$ cat src/rtl/block_transfer_controller_pkg.sv
// Shared types and default parameters for the block transfer controller.
// The state enum is kept here so that the top level and any future
// monitors agree on one encoding.
package block_transfer_package;

  // Default geometry: 128 blocks of 8 words, 32-bit word addresses and data.
  localparam int DEFAULT_ADDRESS_WIDTH    = 32;
  localparam int DEFAULT_DATA_WIDTH       = 32;
  localparam int DEFAULT_NUMBER_OF_BLOCKS = 128;
  localparam int DEFAULT_WORDS_PER_BLOCK  = 8;

  // Controller sequencing states.
  //   IDLE    : accepting a request
  //   ACCESS  : one RAM word access in flight, waiting for completion
  //   RELEASE : enables dropped for one cycle so the RAM re-arms its delay
  //   DONE    : completion pulse
  //   ERROR   : out-of-range block pulse, no RAM traffic
  typedef enum logic [2:0] {
    IDLE    = 3'd0,
    ACCESS  = 3'd1,
    RELEASE = 3'd2,
    DONE    = 3'd3,
    ERROR   = 3'd4
  } state_t;

endpackage

$ cat src/rtl/block_transfer_controller_word_counter.sv
// Word-within-block counter. Loaded to zero when a request is accepted,
// stepped once per completed word, and never wraps inside a transfer:
// an increment request while already on the last word is ignored.
module word_counter #(
  parameter int WORDS_PER_BLOCK = 8,
  parameter int WIDTH           = $clog2(WORDS_PER_BLOCK)
) (
  input  logic             clock,
  input  logic             reset,
  input  logic             load,
  input  logic             increment,
  output logic [WIDTH-1:0] index,
  output logic             last
);

  localparam logic [WIDTH-1:0] LAST_INDEX = WIDTH'(WORDS_PER_BLOCK - 1);

  // Counter register: clear on reset or load, step on increment below the last word.
  always_ff @(posedge clock or negedge reset) begin
    if (!reset) begin
      index <= '0;
    end else if (load) begin
      index <= '0;
    end else if (increment && !last) begin
      index <= index + 1'b1;
    end
  end

  assign last = (index == LAST_INDEX);

endmodule

$ cat src/rtl/block_transfer_controller.sv
// Block transfer controller: moves one cache block between the cache and a
// word-wide RAM, one word per RAM handshake. Fills stream each word back to
// the cache as a fillValid pulse; write-backs take the cache word for the
// current wordIndex combinationally. Out-of-range blocks are rejected with
// an error pulse before any RAM enable is raised.
module block_transfer_controller
  import block_transfer_package::*;
#(
  parameter int ADDRESS_WIDTH    = DEFAULT_ADDRESS_WIDTH,
  parameter int DATA_WIDTH       = DEFAULT_DATA_WIDTH,
  parameter int NUMBER_OF_BLOCKS = DEFAULT_NUMBER_OF_BLOCKS,
  parameter int WORDS_PER_BLOCK  = DEFAULT_WORDS_PER_BLOCK
) (
  input  logic                               clock,
  input  logic                               reset,
  // Cache request side
  input  logic                               requestValid,
  input  logic                               requestWrite,
  input  logic [ADDRESS_WIDTH-1:0]           requestBlock,
  output logic                               requestReady,
  output logic [$clog2(WORDS_PER_BLOCK)-1:0] wordIndex,
  input  logic [DATA_WIDTH-1:0]              writeWordData,
  output logic                               fillValid,
  output logic [DATA_WIDTH-1:0]              fillData,
  output logic                               done,
  output logic                               error,
  // RAM master side
  output logic [ADDRESS_WIDTH-1:0]           ramAddress,
  output logic [DATA_WIDTH-1:0]              ramDataOut,
  input  logic [DATA_WIDTH-1:0]              ramDataIn,
  output logic                               ramReadEnabled,
  output logic                               ramWriteEnabled,
  input  logic                               ramFunctionComplete
);

  localparam int WORD_BITS = $clog2(WORDS_PER_BLOCK);

  state_t                   state;
  state_t                   state_next;
  logic                     latched_write;
  logic [ADDRESS_WIDTH-1:0] latched_block;
  logic                     block_in_range;
  logic                     accept;
  logic                     counter_load;
  logic                     counter_increment;
  logic                     counter_last;

  // Range check is done on the raw request so it precedes any RAM access.
  assign block_in_range = (requestBlock < ADDRESS_WIDTH'(NUMBER_OF_BLOCKS));

  // State register; reset drops straight to IDLE so the enables fall at once.
  always_ff @(posedge clock or negedge reset) begin
    if (!reset) begin
      state <= IDLE;
    end else begin
      state <= state_next;
    end
  end

  // Capture direction and block only on the accepting edge; later requests are ignored.
  always_ff @(posedge clock or negedge reset) begin
    if (!reset) begin
      latched_write <= 1'b0;
      latched_block <= '0;
    end else if (accept) begin
      latched_write <= requestWrite;
      latched_block <= requestBlock;
    end
  end

  // Next-state and per-state outputs; everything defaults inactive.
  always_comb begin
    state_next        = state;
    requestReady      = 1'b0;
    ramReadEnabled    = 1'b0;
    ramWriteEnabled   = 1'b0;
    fillValid         = 1'b0;
    done              = 1'b0;
    error             = 1'b0;
    accept            = 1'b0;
    counter_load      = 1'b0;
    counter_increment = 1'b0;
    case (state)
      IDLE: begin
        requestReady = 1'b1;
        if (requestValid) begin
          accept       = 1'b1;
          counter_load = 1'b1;
          state_next   = block_in_range ? ACCESS : ERROR;
        end
      end
      ACCESS: begin
        ramReadEnabled  = !latched_write;
        ramWriteEnabled = latched_write;
        if (ramFunctionComplete) begin
          fillValid  = !latched_write;
          state_next = RELEASE;
        end
      end
      RELEASE: begin
        // Enables are low here for exactly one cycle between words.
        if (counter_last) begin
          state_next = DONE;
        end else begin
          counter_increment = 1'b1;
          state_next        = ACCESS;
        end
      end
      DONE: begin
        done       = 1'b1;
        state_next = IDLE;
      end
      ERROR: begin
        error      = 1'b1;
        state_next = IDLE;
      end
      default: begin
        state_next = IDLE;
      end
    endcase
  end

  // Word position inside the block.
  word_counter #(
    .WORDS_PER_BLOCK (WORDS_PER_BLOCK),
    .WIDTH           (WORD_BITS)
  ) u_word_counter (
    .clock     (clock),
    .reset     (reset),
    .load      (counter_load),
    .increment (counter_increment),
    .index     (wordIndex),
    .last      (counter_last)
  );

  // Word address wraps modulo 2^ADDRESS_WIDTH like the RAM port itself.
  assign ramAddress = latched_block * ADDRESS_WIDTH'(WORDS_PER_BLOCK)
                    + ADDRESS_WIDTH'(wordIndex);
  assign ramDataOut = writeWordData;
  assign fillData   = ramDataIn;

endmodule

$ cat config.mk
export PLATFORM = sky130hd
export DESIGN_NAME = block_transfer_controller
export DESIGN_NICKNAME = d
export VERILOG_FILES = /design/src/rtl/block_transfer_controller_pkg.sv /design/src/rtl/block_transfer_controller_word_counter.sv /design/src/rtl/block_transfer_controller.sv
export SDC_FILE = /design/constraint.sdc
export NUM_CORES = 1
export LEC_CHECK = 0
export BUFFER_PORTS_ARGS = -buffer_cell sky130_fd_sc_hd__clkbuf_2
export CORE_MARGIN = 8
export CORE_UTILIZATION = 35
export CTS_CLUSTER_SIZE = 16
export DETAILED_ROUTE_END_ITERATION = 7
export GPL_TIMING_DRIVEN = 0
export HOLD_SLACK_MARGIN = 0.05
export PLACE_DENSITY = 0.85
export SKIP_LAST_GASP = 1
export SLEW_MARGIN = 20
export SYNTH_ARGS = -nofsm -noshare
export SYNTH_HDL_FRONTEND = slang
export SYNTH_SLANG_ARGS = --single-unit
$ cat constraint.sdc
create_clock -name clock -period 2.7 [get_ports clock]
set_clock_uncertainty 0.05 [all_clocks]
set_input_delay 0.54 -clock clock [delete_from_list [all_inputs] [get_ports clock]]
set_output_delay 0.54 -clock clock [all_outputs]
set_load 0.01 [all_outputs]
==> results.tsv <==
stage	metric	value	unit
worst_setup_path	RR Endpoint	latched_block[15]	
sta	fin crit share	80.6	%
power	peak supply drop	283	uV
cells_and_area	Finished Layout Cells	391	
clock_tree	worst skew pair latency	0.28	ns
worst_setup_path	Buf/Inv on CP	2	
drt	Final ANT Viol Nets	0	
synthesis	Synth top area share	44.2	%
placed_design	Setup Slack @ Placement	0.772	ns
power	Clk network pwr share	25.4	%
sta	fmax	460	MHz
cells_and_area	synth-to-layout area growth	42.8	%
sta	RSZ-0062 raised after global routing	false	
global_routing	GRT Overall Usage	13.8	%
worst_setup_path	Req. time, crit path	2.11	ns
cells_and_area	# diodes	0	
drt	DRC violations left	0	
power	Pleak	1.63	nW
placed_design	Final Wtd Congestion	0.672	
global_routing	first-pass GRT wire length	9540	microns
power	Int Pwr	995	uW
worst_setup_path	RR Startpoint	state[1]	
worst_setup_path	Setup CP Type	flip-flop to primary output	
global_routing	largest net degree at the start of global routing	37	
worst_setup_path	CP Capture Type	primary output	
global_routing	GR Overflow Total	0	
floorplanning	Die ar.	8520	sq um
worst_setup_path	critical path depth	4	
floorplanning	Core ar.	5570	sq um
sta	Slew Limit Fails	0	
synthesis	Synth cell types	27	
floorplanning	Die W	92.3	microns
floorplanning	Initial Utilization	36.6	%
clock_tree	post-cts sizing count	0	
floorplanning	# rows	27	
placed_design	Post-DP HPWL	5450	microns
cells_and_area	layout cells sized above 1	70.2	%
worst_setup_path	CP max stage cell	nor4b_1	
synthesis	biggest area consumer among synthesized cells	dfrtp_1	
synthesis	Post-Syn Area	2040	sq um
worst_setup_path	register-to-register setup slack	0.88	ns
synthesis	Syn Inst Count	171	
clock_tree	clock sinks	36	
power	total power after layout	1.39	mW
sta	Setup TNS	0	ns
clock_tree	Reg clk slew, reported paths	0.08	ns
worst_setup_path	Top delay family on crit path	simple AND/OR/NAND/NOR gates	
cells_and_area	cell area after layout	2910	sq um
synthesis	Yosys reg bits	36	
power	Psw	395	uW
drt	via count	1705	
global_routing	vias in the first global route	1854	
floorplanning	Die Ht	92.3	microns
run	maxcap violations	0	
sta	post-route setup slack	0.524	ns
min_path	hold crit path type	primary input to asynchronous set/reset pin	
global_routing	initial antenna violation count	0	
worst_setup_path	CP arrival	1.59	ns
clock_tree	H-tree Lvls	2	
power	PD cells	478	nW/um^2
power	logic gate share of total power	28.1	%
power	sequential share of power	46.5	%
placed_design	IO Port Bufs	141	
sta	final hold violations	0	
worst_setup_path	critical path fanouts, max	10	
synthesis	post-synth net total	274	
drt	WL per Instance	16.1	microns
floorplanning	io pins	206	
cells_and_area	Layout Nets	422	
drt	DR iter-0 viols	26	
synthesis	Synth Warn #	0	
clock_tree	CTS Buf Count	5	
sta	Slew HR	38.0	%
outcome	status	finished, final reports clean	
clock_tree	post-CTS setup buffers	0	
worst_setup_path	CP peak stage delay	0.44	ns
placed_design	placed cell area	2830	sq um
clock_tree	Max Buffers Root-to-Sink	2	
sta	minimum clock period	2.18	ns
synthesis	Seq/Total Area, Yosys	44.2	%
clock_tree	hold buffer count at CTS	0	
sta	minimum hold slack	0.337	ns
worst_setup_path	CP startpoint kind	flip-flop	
power	sw frac	28.4	%
worst_setup_path	CP cell instances	buf_2 > nor4b_1 > and2_1 > clkbuf_2	
drt	Vias/cell	4.36	
drt	final WL	6280	microns
drt	First-pass DRT Iterations	4	
cells_and_area	Util after Layout	52.2	%
synthesis	Avg Synthesized Cell Area	11.9	sq um
placed_design	placed instance count	384	
clock_tree	CTS tree	done	
sta	Worst-Margin Slew	0.930	ns
sta	final setup fails	0	
worst_setup_path	R2R depth	4	
clock_tree	Clock Tree Root	clkbuf_8	
synthesis	top area cells in the synthesized netlist	dfrtp_1 (44%), buf_4 (25%), mux2_1 (17%), nor4_1 (1.5%), ha_1 (1.2%)	
state kept, by name, summed over array words and instances, names as in the netlist:
signal	cells
state	3
latched_block	29
u_word_counter.index	3
latched_write	1
power by group through the flow:
stage	clock network (mW)	registers [mW]	logic, mW
2_1_floorplan	0	0.688	0.177
3_3_place_gp	0	0.652	0.393
3_5_place_dp	0	0.656	0.401
4_1_cts	0.374	0.646	0.402
5_1_grt	0.390	0.655	0.426
6_report	0.353	0.646	0.391
how the worst max path moves through the flow:
stage | start | to | slack, ns
4_1_cts | state[1] | fillValid | 0.51
5_1_grt | state[1] | fillValid | 0.39
6_report | state[1] | fillValid | 0.52
2_1_floorplan | state[1] | fillValid | 0.81
3_3_place_gp | requestBlock[31] | state[0] | 0.82
3_5_place_dp | requestBlock[31] | state[0] | 0.77
synthesized netlist by cell type (all sizes together):
library cell and number:
nor3b 1, a21oi 2, o31a 1, nor2b 1, nor4bb 1, nand3b 1
and3b 1, o32ai 1, ha 2, nand4 1, nor3 1, nor4 5
nand2 2, buf 73, or4b 1, or3 1, and2 1, mux2 31
a22o 2, nor4b 3, nor2 3, dfrtp 36
cells in the final DEF, fill, tap and decap left out, drive strengths merged, types with 2 or more instances in the layout:
cell type	synthesis	routed
a22o	2	2
nor4	5	5
nor4b	3	3
dfrtp	36	36
buf	73	73
ha	2	2
mux2	31	31
nand2	2	2
a21oi	2	2
nor2	3	3
clkbuf	0	147
logic make-up after synthesis:
family / after synthesis / share of synthesized area, %
mux: 31 / 17.1
fa+ha+maj: 2 / 1.23
compound gates: 6 / 2.27
buf+inv: 73 / 26.8
simple gates: 23 / 8.41
flops: 36 / 44.2
metal layers:
metal	vias to the layer above	wire, microns	GRT usage (%)
met5	-	0	0
met4	0	89	4.43
met3	10	761	6.30
met2	105	3350	25.0
met1	779	2080	13.6
li1	811	-	-
cell type report:
type                    count  area [sq um]
repair buffers            141           706
well taps                  72          90.1
clock buffers               6          72.6
fillers                   505          2660
clock inverters             1          5.00
flip-flops and latches     36           901
multi-input cells          62           592
plain buffers              73           546
Note: power is estimated with default switching activity, not from simulation.
